$ cat config.mk
export PLATFORM = sky130hd
export DESIGN_NAME = mdp3_entry_serializer_flat
export DESIGN_NICKNAME = d
export VERILOG_FILES = /design/src/rtl/mdp3_pkg.sv /design/src/rtl/mdp3_entry_serializer_if.sv /design/src/rtl/mdp3_entry_serializer.sv /design/src/flat_wrapper.sv
export SDC_FILE = /design/constraint.sdc
export NUM_CORES = 1
export LEC_CHECK = 0
export CAP_MARGIN = 5
export CORE_UTILIZATION = 50
export CTS_BUF_LIST = sky130_fd_sc_hd__clkbuf_8 sky130_fd_sc_hd__clkbuf_16
export DETAILED_ROUTE_END_ITERATION = 8
export PLACE_DENSITY = 0.75
export SLEW_MARGIN = 20
export SYNTH_ARGS = -nofsm -noshare
export SYNTH_HDL_FRONTEND = slang
export SYNTH_SLANG_ARGS = --single-unit
$ cat constraint.sdc
create_clock -name clk -period 5.9 [get_ports clk]
set_input_delay 1.18 -clock clk [delete_from_list [all_inputs] [get_ports clk]]
set_output_delay 1.18 -clock clk [all_outputs]
set_load 0.005 [all_outputs]
$ cat src/rtl/mdp3_pkg.sv
// Shared MDP3 definitions: action codes, entry types, frame layout offsets,
// the serializer FSM encoding and the captured-entry record.
package mdp3_pkg;

   typedef enum logic [7:0] {
      ACT_NEW    = 8'd0,
      ACT_CHANGE = 8'd1,
      ACT_DELETE = 8'd2
   } action_e;

   localparam logic [7:0]  ENTRY_BID   = 8'h30;
   localparam logic [7:0]  ENTRY_OFFER = 8'h31;

   // Frame layout (byte offsets, little-endian multi-byte fields)
   localparam logic [15:0] FRAME_LEN = 16'd24;
   localparam logic [4:0]  SIZE_OFF  = 5'd0;
   localparam logic [4:0]  SEQ_OFF   = 5'd2;
   localparam logic [4:0]  TYPE_OFF  = 5'd6;
   localparam logic [4:0]  ACT_OFF   = 5'd7;
   localparam logic [4:0]  PX_OFF    = 5'd8;
   localparam logic [4:0]  QTY_OFF   = 5'd16;
   localparam logic [4:0]  NORD_OFF  = 5'd20;
   localparam logic [4:0]  LAST_IDX  = 5'd23;

   // Serializer FSM encoding
   typedef logic [1:0] state_t;
   localparam state_t ST_IDLE = 2'd0;
   localparam state_t ST_SEND = 2'd1;
   localparam state_t ST_DONE = 2'd2;

   // Entry as captured at the input handshake
   typedef struct packed {
      logic [7:0]  action;
      logic [63:0] price;
      logic [31:0] quantity;
      logic [31:0] num_orders;
      logic [7:0]  entry_type;
   } entry_t;

   // Only New/Change/Delete produce a frame
   function automatic logic action_legal(input logic [7:0] act);
      return (act <= ACT_DELETE);
   endfunction

endpackage

$ cat src/rtl/mdp3_entry_serializer_if.sv
// Entry-in / byte-out stream bundle for the MDP3 entry serializer.
// slave = serializer side, master = the block feeding entries and sinking bytes.
interface mdp3_entry_serializer_if;
   logic        in_valid;
   logic        in_ready;
   logic [7:0]  in_action;
   logic [63:0] in_price;
   logic [31:0] in_quantity;
   logic [31:0] in_num_orders;
   logic [7:0]  in_entry_type;
   logic        out_valid;
   logic        out_ready;
   logic [7:0]  out_data;
   logic        out_sop;
   logic        out_eop;
   logic        frame_done;
   logic        err_action;

   modport slave (
      input  in_valid, in_action, in_price, in_quantity, in_num_orders, in_entry_type, out_ready,
      output in_ready, out_valid, out_data, out_sop, out_eop, frame_done, err_action
   );

   modport master (
      output in_valid, in_action, in_price, in_quantity, in_num_orders, in_entry_type, out_ready,
      input  in_ready, out_valid, out_data, out_sop, out_eop, frame_done, err_action
   );
endinterface

$ cat src/rtl/mdp3_entry_serializer.sv
// Serializes one decoded MDP3 book entry per handshake into a 24-byte
// little-endian SBE-style frame on an 8-bit valid/ready stream.
// Every output is a flop; in_valid/out_ready only reach next-state logic.
module mdp3_entry_serializer
   import mdp3_pkg::*;
#(
   parameter logic [31:0] SEQ_INIT = 32'd1
) (
   input  logic                   clk,
   input  logic                   reset_n,
   mdp3_entry_serializer_if.slave bus
);

   state_t      state_q,      state_d;
   logic [4:0]  idx_q,        idx_d;
   logic [31:0] seq_q,        seq_d;
   entry_t      hold_q,       hold_d;
   logic        in_ready_q,   in_ready_d;
   logic        out_valid_q,  out_valid_d;
   logic [7:0]  out_data_q,   out_data_d;
   logic        sop_q,        sop_d;
   logic        eop_q,        eop_d;
   logic        frame_done_q, frame_done_d;
   logic        err_q,        err_d;

   // Picks the wire byte at a frame index from the captured entry and seq number
   function automatic logic [7:0] frame_byte(input logic [4:0] idx, input entry_t e,
                                             input logic [31:0] seq);
      logic [63:0] field_v;
      logic [4:0]  rel_v;
      logic [63:0] sh_v;
      field_v = 64'd0;
      rel_v   = 5'd0;
      case (idx) inside
         [SIZE_OFF:SEQ_OFF-5'd1]: begin
            field_v = {48'd0, FRAME_LEN};
            rel_v   = idx - SIZE_OFF;
         end
         [SEQ_OFF:TYPE_OFF-5'd1]: begin
            field_v = {32'd0, seq};
            rel_v   = idx - SEQ_OFF;
         end
         TYPE_OFF: begin
            field_v = {56'd0, e.entry_type};
            rel_v   = 5'd0;
         end
         ACT_OFF: begin
            field_v = {56'd0, e.action};
            rel_v   = 5'd0;
         end
         [PX_OFF:QTY_OFF-5'd1]: begin
            field_v = e.price;
            rel_v   = idx - PX_OFF;
         end
         [QTY_OFF:NORD_OFF-5'd1]: begin
            field_v = {32'd0, e.quantity};
            rel_v   = idx - QTY_OFF;
         end
         [NORD_OFF:LAST_IDX]: begin
            field_v = {32'd0, e.num_orders};
            rel_v   = idx - NORD_OFF;
         end
         default: begin
            field_v = 64'd0;
            rel_v   = 5'd0;
         end
      endcase
      sh_v = field_v >> {rel_v, 3'b000};
      return sh_v[7:0];
   endfunction

   // Next-state logic: accept in IDLE, stream bytes in SEND, one-cycle DONE pulse
   always_comb begin
      state_d      = state_q;
      idx_d        = idx_q;
      seq_d        = seq_q;
      hold_d       = hold_q;
      in_ready_d   = in_ready_q;
      out_valid_d  = out_valid_q;
      out_data_d   = out_data_q;
      sop_d        = sop_q;
      eop_d        = eop_q;
      frame_done_d = 1'b0;
      err_d        = 1'b0;
      case (state_q)
         ST_IDLE: begin
            if (bus.in_valid) begin
               hold_d.action     = bus.in_action;
               hold_d.price      = bus.in_price;
               hold_d.quantity   = bus.in_quantity;
               hold_d.num_orders = bus.in_num_orders;
               hold_d.entry_type = bus.in_entry_type;
               if (action_legal(bus.in_action)) begin
                  state_d     = ST_SEND;
                  idx_d       = 5'd0;
                  in_ready_d  = 1'b0;
                  out_valid_d = 1'b1;
                  out_data_d  = frame_byte(5'd0, hold_d, seq_q);
                  sop_d       = 1'b1;
                  eop_d       = 1'b0;
               end else begin
                  // Illegal action: flag it, no frame, sequence untouched
                  err_d = 1'b1;
               end
            end else begin
               in_ready_d = 1'b1;
            end
         end
         ST_SEND: begin
            if (bus.out_ready) begin
               if (idx_q == LAST_IDX) begin
                  state_d      = ST_DONE;
                  idx_d        = 5'd0;
                  seq_d        = seq_q + 32'd1;
                  out_valid_d  = 1'b0;
                  out_data_d   = 8'h00;
                  sop_d        = 1'b0;
                  eop_d        = 1'b0;
                  frame_done_d = 1'b1;
               end else begin
                  idx_d      = idx_q + 5'd1;
                  out_data_d = frame_byte(idx_d, hold_q, seq_q);
                  sop_d      = 1'b0;
                  eop_d      = (idx_d == LAST_IDX);
               end
            end else begin
               // Stalled: byte and flags hold
               out_valid_d = 1'b1;
            end
         end
         ST_DONE: begin
            state_d    = ST_IDLE;
            in_ready_d = 1'b1;
         end
         default: begin
            state_d     = ST_IDLE;
            idx_d       = 5'd0;
            in_ready_d  = 1'b1;
            out_valid_d = 1'b0;
            out_data_d  = 8'h00;
            sop_d       = 1'b0;
            eop_d       = 1'b0;
         end
      endcase
   end

   // State and output registers with synchronous active-low reset
   always_ff @(posedge clk) begin
      if (!reset_n) begin
         state_q      <= ST_IDLE;
         idx_q        <= 5'd0;
         seq_q        <= SEQ_INIT;
         hold_q       <= '0;
         in_ready_q   <= 1'b1;
         out_valid_q  <= 1'b0;
         out_data_q   <= 8'h00;
         sop_q        <= 1'b0;
         eop_q        <= 1'b0;
         frame_done_q <= 1'b0;
         err_q        <= 1'b0;
      end else begin
         state_q      <= state_d;
         idx_q        <= idx_d;
         seq_q        <= seq_d;
         hold_q       <= hold_d;
         in_ready_q   <= in_ready_d;
         out_valid_q  <= out_valid_d;
         out_data_q   <= out_data_d;
         sop_q        <= sop_d;
         eop_q        <= eop_d;
         frame_done_q <= frame_done_d;
         err_q        <= err_d;
      end
   end

   assign bus.in_ready   = in_ready_q;
   assign bus.out_valid  = out_valid_q;
   assign bus.out_data   = out_data_q;
   assign bus.out_sop    = sop_q;
   assign bus.out_eop    = eop_q;
   assign bus.frame_done = frame_done_q;
   assign bus.err_action = err_q;

endmodule

$ cat src/flat_wrapper.sv
// flat-port wrapper written by rule: the top's interface ports become plain ports
module mdp3_entry_serializer_flat import mdp3_pkg::*;
#(
   parameter logic [31:0] SEQ_INIT = 32'd1
)
  (clk, reset_n, bus_in_valid, bus_in_action, bus_in_price, bus_in_quantity, bus_in_num_orders, bus_in_entry_type, bus_out_ready, bus_in_ready, bus_out_valid, bus_out_data, bus_out_sop, bus_out_eop, bus_frame_done, bus_err_action);
  mdp3_entry_serializer_if bus_i ();
  input  logic clk;
  input  logic reset_n;
  input wire logic [$bits(bus_i.in_valid)-1:0] bus_in_valid;
  input wire logic [$bits(bus_i.in_action)-1:0] bus_in_action;
  input wire logic [$bits(bus_i.in_price)-1:0] bus_in_price;
  input wire logic [$bits(bus_i.in_quantity)-1:0] bus_in_quantity;
  input wire logic [$bits(bus_i.in_num_orders)-1:0] bus_in_num_orders;
  input wire logic [$bits(bus_i.in_entry_type)-1:0] bus_in_entry_type;
  input wire logic [$bits(bus_i.out_ready)-1:0] bus_out_ready;
  output wire logic [$bits(bus_i.in_ready)-1:0] bus_in_ready;
  output wire logic [$bits(bus_i.out_valid)-1:0] bus_out_valid;
  output wire logic [$bits(bus_i.out_data)-1:0] bus_out_data;
  output wire logic [$bits(bus_i.out_sop)-1:0] bus_out_sop;
  output wire logic [$bits(bus_i.out_eop)-1:0] bus_out_eop;
  output wire logic [$bits(bus_i.frame_done)-1:0] bus_frame_done;
  output wire logic [$bits(bus_i.err_action)-1:0] bus_err_action;
  assign bus_i.in_valid = bus_in_valid;
  assign bus_i.in_action = bus_in_action;
  assign bus_i.in_price = bus_in_price;
  assign bus_i.in_quantity = bus_in_quantity;
  assign bus_i.in_num_orders = bus_in_num_orders;
  assign bus_i.in_entry_type = bus_in_entry_type;
  assign bus_i.out_ready = bus_out_ready;
  assign bus_in_ready = bus_i.in_ready;
  assign bus_out_valid = bus_i.out_valid;
  assign bus_out_data = bus_i.out_data;
  assign bus_out_sop = bus_i.out_sop;
  assign bus_out_eop = bus_i.out_eop;
  assign bus_frame_done = bus_i.frame_done;
  assign bus_err_action = bus_i.err_action;
  mdp3_entry_serializer #(.SEQ_INIT(SEQ_INIT)) u_core (.clk(clk), .reset_n(reset_n), .bus(bus_i));
endmodule
==> results by group <==
Clock tree
  • Hold_buf cts: 0
  • CTS root buf: clkbuf_16
  • CTS tree: built
  • Worst-Skew Late Latency: 0.44 ns
  • Post_cts resized: 0
  • H-tree Lvls: 4
  • Clock sink count: roughly 200
  • Cts bufs inserted: 17
  • Max Root-Sink Buffers: 2
  • Clock Pin Slew Worst Setup and Hold Paths: approximately 0.080 ns
  • Post-CTS Setup Bufs: 0

Pwr
  • Total power draw: between 2 and 3 mW
  • LEAKAGE: 4.64 nW
  • Power per cell area: around 230 mW/mm^2
  • Peak VDD IR: around 170 uV

Cells and area
  • Antenna diode count: 0
  • Layout area overhead: 22.0%
  • Share of layout cells above drive strength 1: between 5 and 6%
  • Final net count: roughly 1500

Setup path
  • Slowest-stage cell, CP: o211a_1
  • Critical Path RT: between 6 and 7 ns
  • Reg2reg start: u_core.idx_q[0]$_SDFFE_PN0P_
  • Slowest Stage Delay on Critical Path: ~0.85 ns
  • CP Launch Point: u_core.idx_q[0]$_SDFFE_PN0P_
  • Critical Path Sink Type: flop
  • Worst Path Class, Setup: reg2reg
  • CP cell instances: nand3_1 -> xor2_1 -> inv_1 -> ha_1 -> or2_2 -> o211ai_1 -> o2111ai_2 -> nand3_4 -> o211a_1 -> nand2_1 -> nor3_1 -> o31ai_1 -> a31oi_1
  • CP Launch Type: flop
  • Worst Path Max Fanout: 29
  • Crit path DAT: 5.22 ns

STA
  • Setup Viol. Count Final: 0
  • Setup TNS: 0 ns
  • Final min period: between 4 and 5 ns
  • Max-slew violation count: 0
  • Worst-Margin Slew: 1.09 ns
  • Crit share post-route: between 80 and 90%
  • Max Clock Skew: around 0.014 ns
  • Fin. Hold Viols: 0
  • Slew headroom: 26.8%
  • Fmax: between 200 and 250 MHz
  • RSZ-0062 raised after global routing: false

Floorplan
  • Die width: 144 um
  • Io pins: about 160
  • Core ar.: 0.0197 sq mm
  • Std-Cell Rows: ~50
  • Die area: between 0.02 and 0.025 sq mm
  • Starting Density: between 50% and 60%
  • Die Ht: 144 um

Placement
  • Buffers on Ports: 161
  • GPL Wtd Cong: 0.897
  • HPWL Detailed: between 20000 and 25000 um

Synth
  • Total number of yosys warnings: 0
  • Syn_nets: 1433
  • Syn Inst Count: 1268
  • Asr flop ratio synth: 0%
  • Avg Synthesized Cell Area: 8.00 sq um
  • Mapped cell area: 0.0101 sq mm
  • Sequential element share of the synthesized area: between 30 and 40%
  • #FFs+latches synth: a little under 200
  • Synth cell types: 80
  • Number of synthesized flops with an enable pin: 0
  • Top_reg_cell synth: dfxtp_1

Routing
  • Avg WL per Cell: roughly 18 um
  • DRT Pass-1 Iters: 7
  • Residual DRC count: 0
  • Final ANT Viol Nets: 0
  • Routed vias/inst: between 5 and 6
  • Routed Wire Length: roughly 30000 um
  • Vias: approximately 9400
  • Iter 0 DRT Violations: 799

Min path
  • HP Class: reg2reg
  • Hold Startpoint: u_core.hold_q[33]$_SDFFE_PN0P_

GRT
  • Largest net degree at the start of global routing: between 100 and 150
  • First-pass GRT wire length: 46200 um
  • Grt ovf: 0
  • Gr usage total: 28.9%
  • Vias in the first global route: around 8700
  • Initial antenna violation count: 0

Status
  • Status: finished, final reports clean

Run
  • Max capacitance violation total: 0
==> synthesized netlist by cell type (4+ instances only) <==
cell         n  share of area (%)
nor2b_1     12               0.74
a221o_1     12                1.2
o21a_1       6               0.44
inv_1        9               0.33
a221oi_1    11               0.95
clkbuf_1    66                2.4
nor2_1      39                1.4
o21ai_0     35                1.7
o211ai_1     7               0.52
nand2_1    357                 13
nor4_1       7               0.43
mux2_2       5               0.56
a31oi_1     24                1.5
xnor2_1     28                2.4
nand4_1     12               0.74
buf_2       11               0.54
nand3_1     37                1.8
mux2i_1      7               0.69
a2bb2oi_1    4               0.35
and3_1      22                1.4
dfxtp_1    197                 39
o21ai_1      5               0.25
a21boi_0   153                 11
nor3_1       9               0.44
ha_1        17                2.1
a21o_1      10               0.74
a21oi_1     27                1.3
xor2_1       4               0.35
a211oi_1    15                1.1
and2_1      36                2.2
buf_1       10               0.37
==> final cells by class <==
| type | count | area [sq um] |
|---|---|---|
| repair buffers | 170 | 1680 |
| inverters | 12 | 47.5 |
| flip-flops and latches | 197 | 3940 |
| clock buffers | 17 | 425 |
| clock inverters | 15 | 143 |
| fillers | 1838 | 7280 |
| multi-input cells | 970 | 5810 |
| well taps | 265 | 332 |
==> stage by stage <==
step                      utilization, %  hold WS, ns  setup slack, ns  std cells  area (sq um)
after floorplan                        -        0.439             2.42       1268         10100
after CTS                           63.0        0.466             1.19       1646         12400
after global placement              60.1        0.448             1.28       1614         11800
after global routing                63.0        0.487            0.778       1646         12400
after detailed placement            60.1        0.455             1.21       1614         11800
final                               63.0        0.462             1.03       1646         12400
==> logic make-up (layout without fill, tap and decap cells) <==
kind of cell / after synthesis / count (layout) / share of synthesized area (%)
AO/OA/AOI/OAI: 356 / 356 / 26.4
XOR/XNOR: 33 / 33 / 3.04
adder cells (fa/ha/maj): 17 / 17 / 2.10
AND/OR/NAND/NOR: 551 / 551 / 24.1
flip-flops: 197 / 197 / 38.9
buffers and inverters: 101 / 214 / 4.01
multiplexers: 13 / 13 / 1.47
==> metal layers <==
layer	track usage [%]	vias up	wire length (um)	part of all wire [%]
met5	0	-	0	0
met4	8.48	0	522	1.8
met3	4.67	45	1620	5.5
met2	48.1	319	13900	47
met1	38.4	4468	13300	45
li1	-	4617	-	-
==> path summary, 6_finish.rpt <==
check | to | slack (ns) | cells past startpoint
max | u_core.bus.out_data[1]$_SDFFE_PN0P_ | 1.03 | 13
min | u_core.hold_q[33]$_SDFFE_PN0P_ | 0.46 | 2
min reg2reg | u_core.hold_q[33]$_SDFFE_PN0P_ | 0.46 | 2
max reg2reg | u_core.bus.out_data[1]$_SDFFE_PN0P_ | 1.03 | 13
==> report_power, final <==
group,switching [mW],total [mW],internal [mW]
combinational,0.106,0.244,0.137
sequential,0.0349,1.42,1.39
clock,0.568,1.13,0.563
==> worst max-delay path, delay by kind of cell (launching register included) <==
family	cells	cell delay, ns
AO/OA/AOI/OAI	5	1.63
buffers and inverters	1	0.31
XOR/XNOR	1	0.56
adder cells (fa/ha/maj)	1	0.33
AND/OR/NAND/NOR	5	1.28
flip-flops	1	0.65
==> cells in the final DEF, fill, tap and decap left out, types with 6 or more instances in the layout <==
cell             netlist  final
nor2_1                39     39
o21a_1                 6      6
nand4_1               12     12
a221o_1               12     12
nor4_1                 7      7
a211oi_1              15     15
nor2b_1               12     12
nor3_1                 9      9
a221oi_1              11     11
ha_1                  17     17
a21oi_1               27     27
and3_1                22     21
inv_1                  9     11
xnor2_1               28     28
nand3_1               37     36
mux2i_1                7      7
and2_1                36     36
dfxtp_1              197    197
nand2_1              357    357
clkdlybuf4s50_1        0    160
a31oi_1               24     24
clkbuf_16              0     17
a21boi_0             153    153
buf_4                  1     10
o211ai_1               7      7
o21ai_0               35     35
a21o_1                10     10
==> state kept, by name, indices dropped and copies added (netlist names) <==
register               flops
u_core.bus.err_action      1
u_core.bus.frame_done      1
u_core.bus.in_ready        1
u_core.bus.out_data        8
u_core.bus.out_eop         1
u_core.bus.out_sop         1
u_core.bus.out_valid       1
u_core.hold_q            144
u_core.idx_q               5
u_core.seq_q              32
u_core.state_q             2
Note: power is estimated with default switching activity, not from simulation.
==> RTL edit 1, RTL diff (same settings) <==
Compare `idx_q` against `LAST_IDX` with >= in place of ==.
--- a/src/rtl/mdp3_entry_serializer.sv
+++ b/src/rtl/mdp3_entry_serializer.sv
@@ -108,7 +108,7 @@
          end
          ST_SEND: begin
             if (bus.out_ready) begin
-               if (idx_q == LAST_IDX) begin
+               if (idx_q >= LAST_IDX) begin
                   state_d      = ST_DONE;
                   idx_d        = 5'd0;
                   seq_d        = seq_q + 32'd1;
Formal check against the unedited RTL: same outputs for any inputs over 4 cycles, from zero or initial values and one cycle with reset_n low; that may be too few to reach the edited logic, so the function may still have changed.
==> RTL edit 1 against the original RTL <==
  * Wire length grew 1.9%
  * Power grew 5.4%
  * Setup slack gained 0.022 ns
  * Sequential cell count is the same
  * Critical path depth grew 1
  * Area after synthesis grew 0.90%
  * Fmax grew 0.46%
  * Design area grew 1.1%
  * Largest power group unchanged
==> RTL edit 1: results (changes against the original RTL) <==
- The count of non-CTS buffers in the layout is 175 (was 170).
- The xor and xnor fraction of the mapped netlist area is 2.50% (was 3.04%).
- The data arrival time at the worst-slack endpoint is 5.17 ns (was 5.22 ns).
- The fraction of area in clock buffers and inverters is 4.87% (was 4.59%).
- The number of inverters outside the clock class in the layout is 22 (was 12).
- The static leakage is 4.46 nW (was 4.64 nW).
- The power share of the clock group is 40.3% (was 40.5%).
- The data-path buffer share of cell area in the final layout is 13.7% (was 13.6%).
- The highest net fanout along the worst path came to 18 (was 29).
- The final-layout worst hold slack is 0.465 ns (was 0.462 ns).
- The HPWL after detailed placement came to 22000 um (was 21200 um).
- The fraction of power consumed by sequential logic came to 48.4% (was 50.8%).
- The routed wire length is 29900 um (was 29400 um).
- The sequential element share of the synthesized area was 38.6% (was 38.9%).
- The post-layout instance count excluding filler cells came to 1683 (was 1646).
- The global-route wire length before repair is 48600 um (was 46200 um).
- The via count of the first global-routing pass is 9203 (was 8743).
- The start point of the worst min-delay path is u_core.hold_q[13] (was u_core.hold_q[33]).
- The maximum vdd ir drop came to 0.191 mV (was 0.170 mV).
- The adder-cell area share of the yosys netlist was 2.08% (was 2.10%).
- The total via count in the routed design is 9609 (was 9449).
- The final clock skew is 0.0114 ns (was 0.0138 ns).
- Outcome: complete, no violations (unchanged).
- Most used standard cells in the synthesized netlist: 358 x sky130_fd_sc_hd__nand2_1, 197 x sky130_fd_sc_hd__dfxtp_1, 152 x sky130_fd_sc_hd__a21boi_0 (was 357 x sky130_fd_sc_hd__nand2_1, 197 x sky130_fd_sc_hd__dfxtp_1, 153 x sky130_fd_sc_hd__a21boi_0).
- The standard cell area after detailed placement is 11900 um2 (was 11800 um2).
- Ranking of synthesized cells by area: sky130_fd_sc_hd__dfxtp_1 39%, sky130_fd_sc_hd__nand2_1 13%, sky130_fd_sc_hd__a21boi_0 11% (unchanged).
- The mux share of post-synthesis cell area came to 2.81% (was 1.47%).
- The number of multi-input combinational cells in the layout is 993 (was 970).
[RTL edit 1: worst min path at each step]
stage                              end
finish               u_core.hold_q[13]
global placement     u_core.hold_q[98]
CTS                  u_core.hold_q[13]
global route         u_core.hold_q[63]
floorplan           u_core.hold_q[118]
detailed placement   u_core.hold_q[13]
[RTL edit 1: worst min-delay path, stage by stage (launching register included)]
cell and delay, ns:
sky130_fd_sc_hd__dfxtp_1 0.31, sky130_fd_sc_hd__nand2_1 0.04, sky130_fd_sc_hd__a21boi_0 0.06
[RTL edit 1: metal layers]
layer	track usage [%]	vias to the layer above	part of all wire [%]
met2	46.2	328	46
met1	38.6	4493	45
met4	11.1	0	3.1
met5	0	-	0
met3	5.50	52	5.5
li1	-	4736	-
[RTL edit 1: cells by family after synthesis]
| kind of cell | Yosys count |
|---|---|
| compound gates | 343 |
| buf+inv | 113 |
| mux | 28 |
| simple gates | 578 |
| flops | 197 |
| fa+ha+maj | 17 |
| xor+xnor | 27 |
==> RTL edit 2, RTL diff (config.mk and constraints unchanged) <==
Made on the original files. Change the package constant `FRAME_LEN` from 16'd24 to 16'd18.
--- a/src/rtl/mdp3_pkg.sv
+++ b/src/rtl/mdp3_pkg.sv
@@ -12,7 +12,7 @@
    localparam logic [7:0]  ENTRY_OFFER = 8'h31;
 
    // Frame layout (byte offsets, little-endian multi-byte fields)
-   localparam logic [15:0] FRAME_LEN = 16'd24;
+   localparam logic [15:0] FRAME_LEN = 16'd18;
    localparam logic [4:0]  SIZE_OFF  = 5'd0;
    localparam logic [4:0]  SEQ_OFF   = 5'd2;
    localparam logic [4:0]  TYPE_OFF  = 5'd6;
Check against the original RTL: not equivalent (a bounded check fails within 4 cycles, from zero or initial values and one cycle with reset_n low).
==> RTL edit 2 against the original RTL <==
  * Count of clock-buffer cells in the layout stayed put
  * Clock skew is 0.0016 ns lower
  * Area after synthesis is 3.6% lower
  * Sequential cell count stayed put
  * Core utilization is 0.71 points higher
  * First-iteration DRC count is 13% higher
  * Wire length is 4.8% higher
  * Power is 1.5% higher
  * Setup slack worse by 0.47 ns
  * Design area is 2.5% lower
  * Cell count is 2.4% higher
  * Fmax is 8.8% lower
  * Sequential share of layout area is 0.81 points higher
  * Worst hold slack worse by 0.0056 ns
  * Critical path type unchanged
==> RTL edit 2: results (changes against the original RTL) <==
- The worst setup timing slack at the placement stage is 0.634 ns (was 1.21 ns).
- The setup slack of the worst register-to-register path was 0.56 ns (was 1.03 ns).
- Outcome: complete, no violations (unchanged).
- The number of buffers added for setup after CTS is 0 (unchanged).
- The cell family contributing the most delay on the critical path is simple AND/OR/NAND/NOR gates (was compound AO/OA/AOI/OAI gates).
- The sequential element share of the synthesized area is 40.4% (was 38.9%).
- The global-route wire length before repair came to 48500 um (was 46200 um).
- The initial DRC count is 901 (was 799).
- The number of nets in the finished design is 1578 (was 1533).
- The end of the worst hold path was u_core.hold_q[75] (was u_core.hold_q[33]).
- The root cell of the clock tree is sky130_fd_sc_hd__clkbuf_16 (unchanged).
- The maximum vdd ir drop was 0.158 mV (was 0.170 mV).
- The largest net degree at the start of global routing was 89 (was 121).
- The critical path's slowest cell is sky130_fd_sc_hd__dfxtp_1 (was sky130_fd_sc_hd__o211a_1).
- The type of the worst min-delay path is flip-flop to flip-flop (unchanged).
- The number of library cell types mapped by synthesis is 84 (was 80).
- The net count after synthesis is 1469 (was 1433).
- The final-layout worst hold slack is 0.456 ns (was 0.462 ns).
- Most used standard cells in the synthesized netlist: 362 x sky130_fd_sc_hd__nand2_1, 202 x sky130_fd_sc_hd__a21oi_1, 197 x sky130_fd_sc_hd__dfxtp_1 (was 357 x sky130_fd_sc_hd__nand2_1, 197 x sky130_fd_sc_hd__dfxtp_1, 153 x sky130_fd_sc_hd__a21boi_0).
- The standard cell area after detailed placement is 11500 um2 (was 11800 um2).
- The delay of the slowest cell on the worst path came to 0.92 ns (was 0.85 ns).
- The share of post-route cells with drive strength above 1 is 5.75% (was 5.29%).
- The static leakage is 4.39 nW (was 4.64 nW).
- The capture point of the worst reg-to-reg path is u_core.bus.out_data[4] (was u_core.bus.out_data[1]).
- The overall track demand over capacity in global routing is 31.2% (was 28.9%).
- The final clock skew was 0.0122 ns (was 0.0138 ns).
- The via count of the first global-routing pass is 8833 (was 8743).
- The proportion of register bits with asynchronous set or reset after synthesis came to 0% (unchanged).
- The highest net fanout along the worst path is 20 (was 29).
- The number of optimization iterations in the first detailed-route pass is 6 (was 7).
- The routability-driven placement congestion ratio was 0.979 (was 0.897).
- The worst-case clock buffer depth came to 2 (unchanged).
- The data arrival time at the worst-slack endpoint was 5.65 ns (was 5.22 ns).
- The transition at the pin with the smallest max-transition slack is 1.01 ns (was 1.09 ns).
- The routed wire length was 30800 um (was 29400 um).
- The HPWL after detailed placement is 22800 um (was 21200 um).
- The clock latency on the worst-skew pair is 0.44 ns (about the same).
- Ranking of synthesized cells by area: sky130_fd_sc_hd__dfxtp_1 40%, sky130_fd_sc_hd__nand2_1 14%, sky130_fd_sc_hd__a21oi_1 10% (was sky130_fd_sc_hd__dfxtp_1 39%, sky130_fd_sc_hd__nand2_1 13%, sky130_fd_sc_hd__a21boi_0 11%).
- The start point of the worst min-delay path is u_core.hold_q[75] (was u_core.hold_q[33]).
- The detail-routed via count per cell came to 5.77 (was 5.74).
## RTL edit 2: cell type report
| class | instances | area, um2 |
|---|---|---|
| fillers | 1735 | 6890 |
| multi-input cells | 1002 | 5390 |
| flip-flops and latches | 197 | 3940 |
| repair buffers | 179 | 1750 |
| clock buffers | 17 | 425 |
| well taps | 260 | 325 |
| clock inverters | 15 | 178 |
| inverters | 16 | 62.6 |
## RTL edit 2: logic make-up (layout without fill, tap and decap cells)
kind of cell             after synthesis  in the layout  share of synthesized area [%]
AND/OR/NAND/NOR                      574            574                           25.5
AO/OA/AOI/OAI                        366            366                           22.8
flip-flops                           197            197                           40.4
buffers and inverters                105            227                           4.62
XOR/XNOR                              27             27                           2.61
multiplexers                          18             18                           1.92
adder cells (fa/ha/maj)               17             17                           2.18
## RTL edit 2: worst max path at each step
stage	to	slack, ns	cells past startpoint	from
final	u_core.bus.out_data[4]	0.56	13	u_core.idx_q[0]
after detailed placement	u_core.bus.out_data[4]	0.63	13	u_core.idx_q[0]
after global routing	u_core.bus.out_data[4]	0.27	13	u_core.idx_q[0]
after CTS	u_core.bus.out_data[4]	0.60	13	u_core.idx_q[0]
after floorplan	u_core.bus.out_data[6]	2.07	14	u_core.idx_q[0]
after global placement	u_core.bus.out_data[4]	0.82	13	u_core.idx_q[0]
## RTL edit 2: report_power, final
part,internal [mW],total [mW],switching [mW]
clock network,0.577,1.17,0.598
logic,0.129,0.241,0.112
registers,1.39,1.42,0.0355
## RTL edit 2: tightest hold or removal path, cell delays in order, from the launching register on
cell and delay [ns]:
sky130_fd_sc_hd__dfxtp_1 0.31, sky130_fd_sc_hd__nand2_1 0.05, sky130_fd_sc_hd__a21oi_1 0.05
## RTL edit 2: metal layers
layer | GRT usage (%) | vias to the layer above | wire length, um
li1 | - | 4741 | -
met2 | 48.3 | 377 | 14000
met5 | 0 | - | 0
met4 | 9.00 | 0 | 662
met3 | 6.14 | 48 | 2020
met1 | 43.8 | 4554 | 14100
## RTL edit 2: metrics by stage
stage          std cells  util, %
4_1_cts             1686     63.7
3_5_place_dp        1654     60.5
2_1_floorplan       1304        -
5_1_grt             1686     63.7
3_3_place_gp        1654     60.5
6_report            1686     63.7
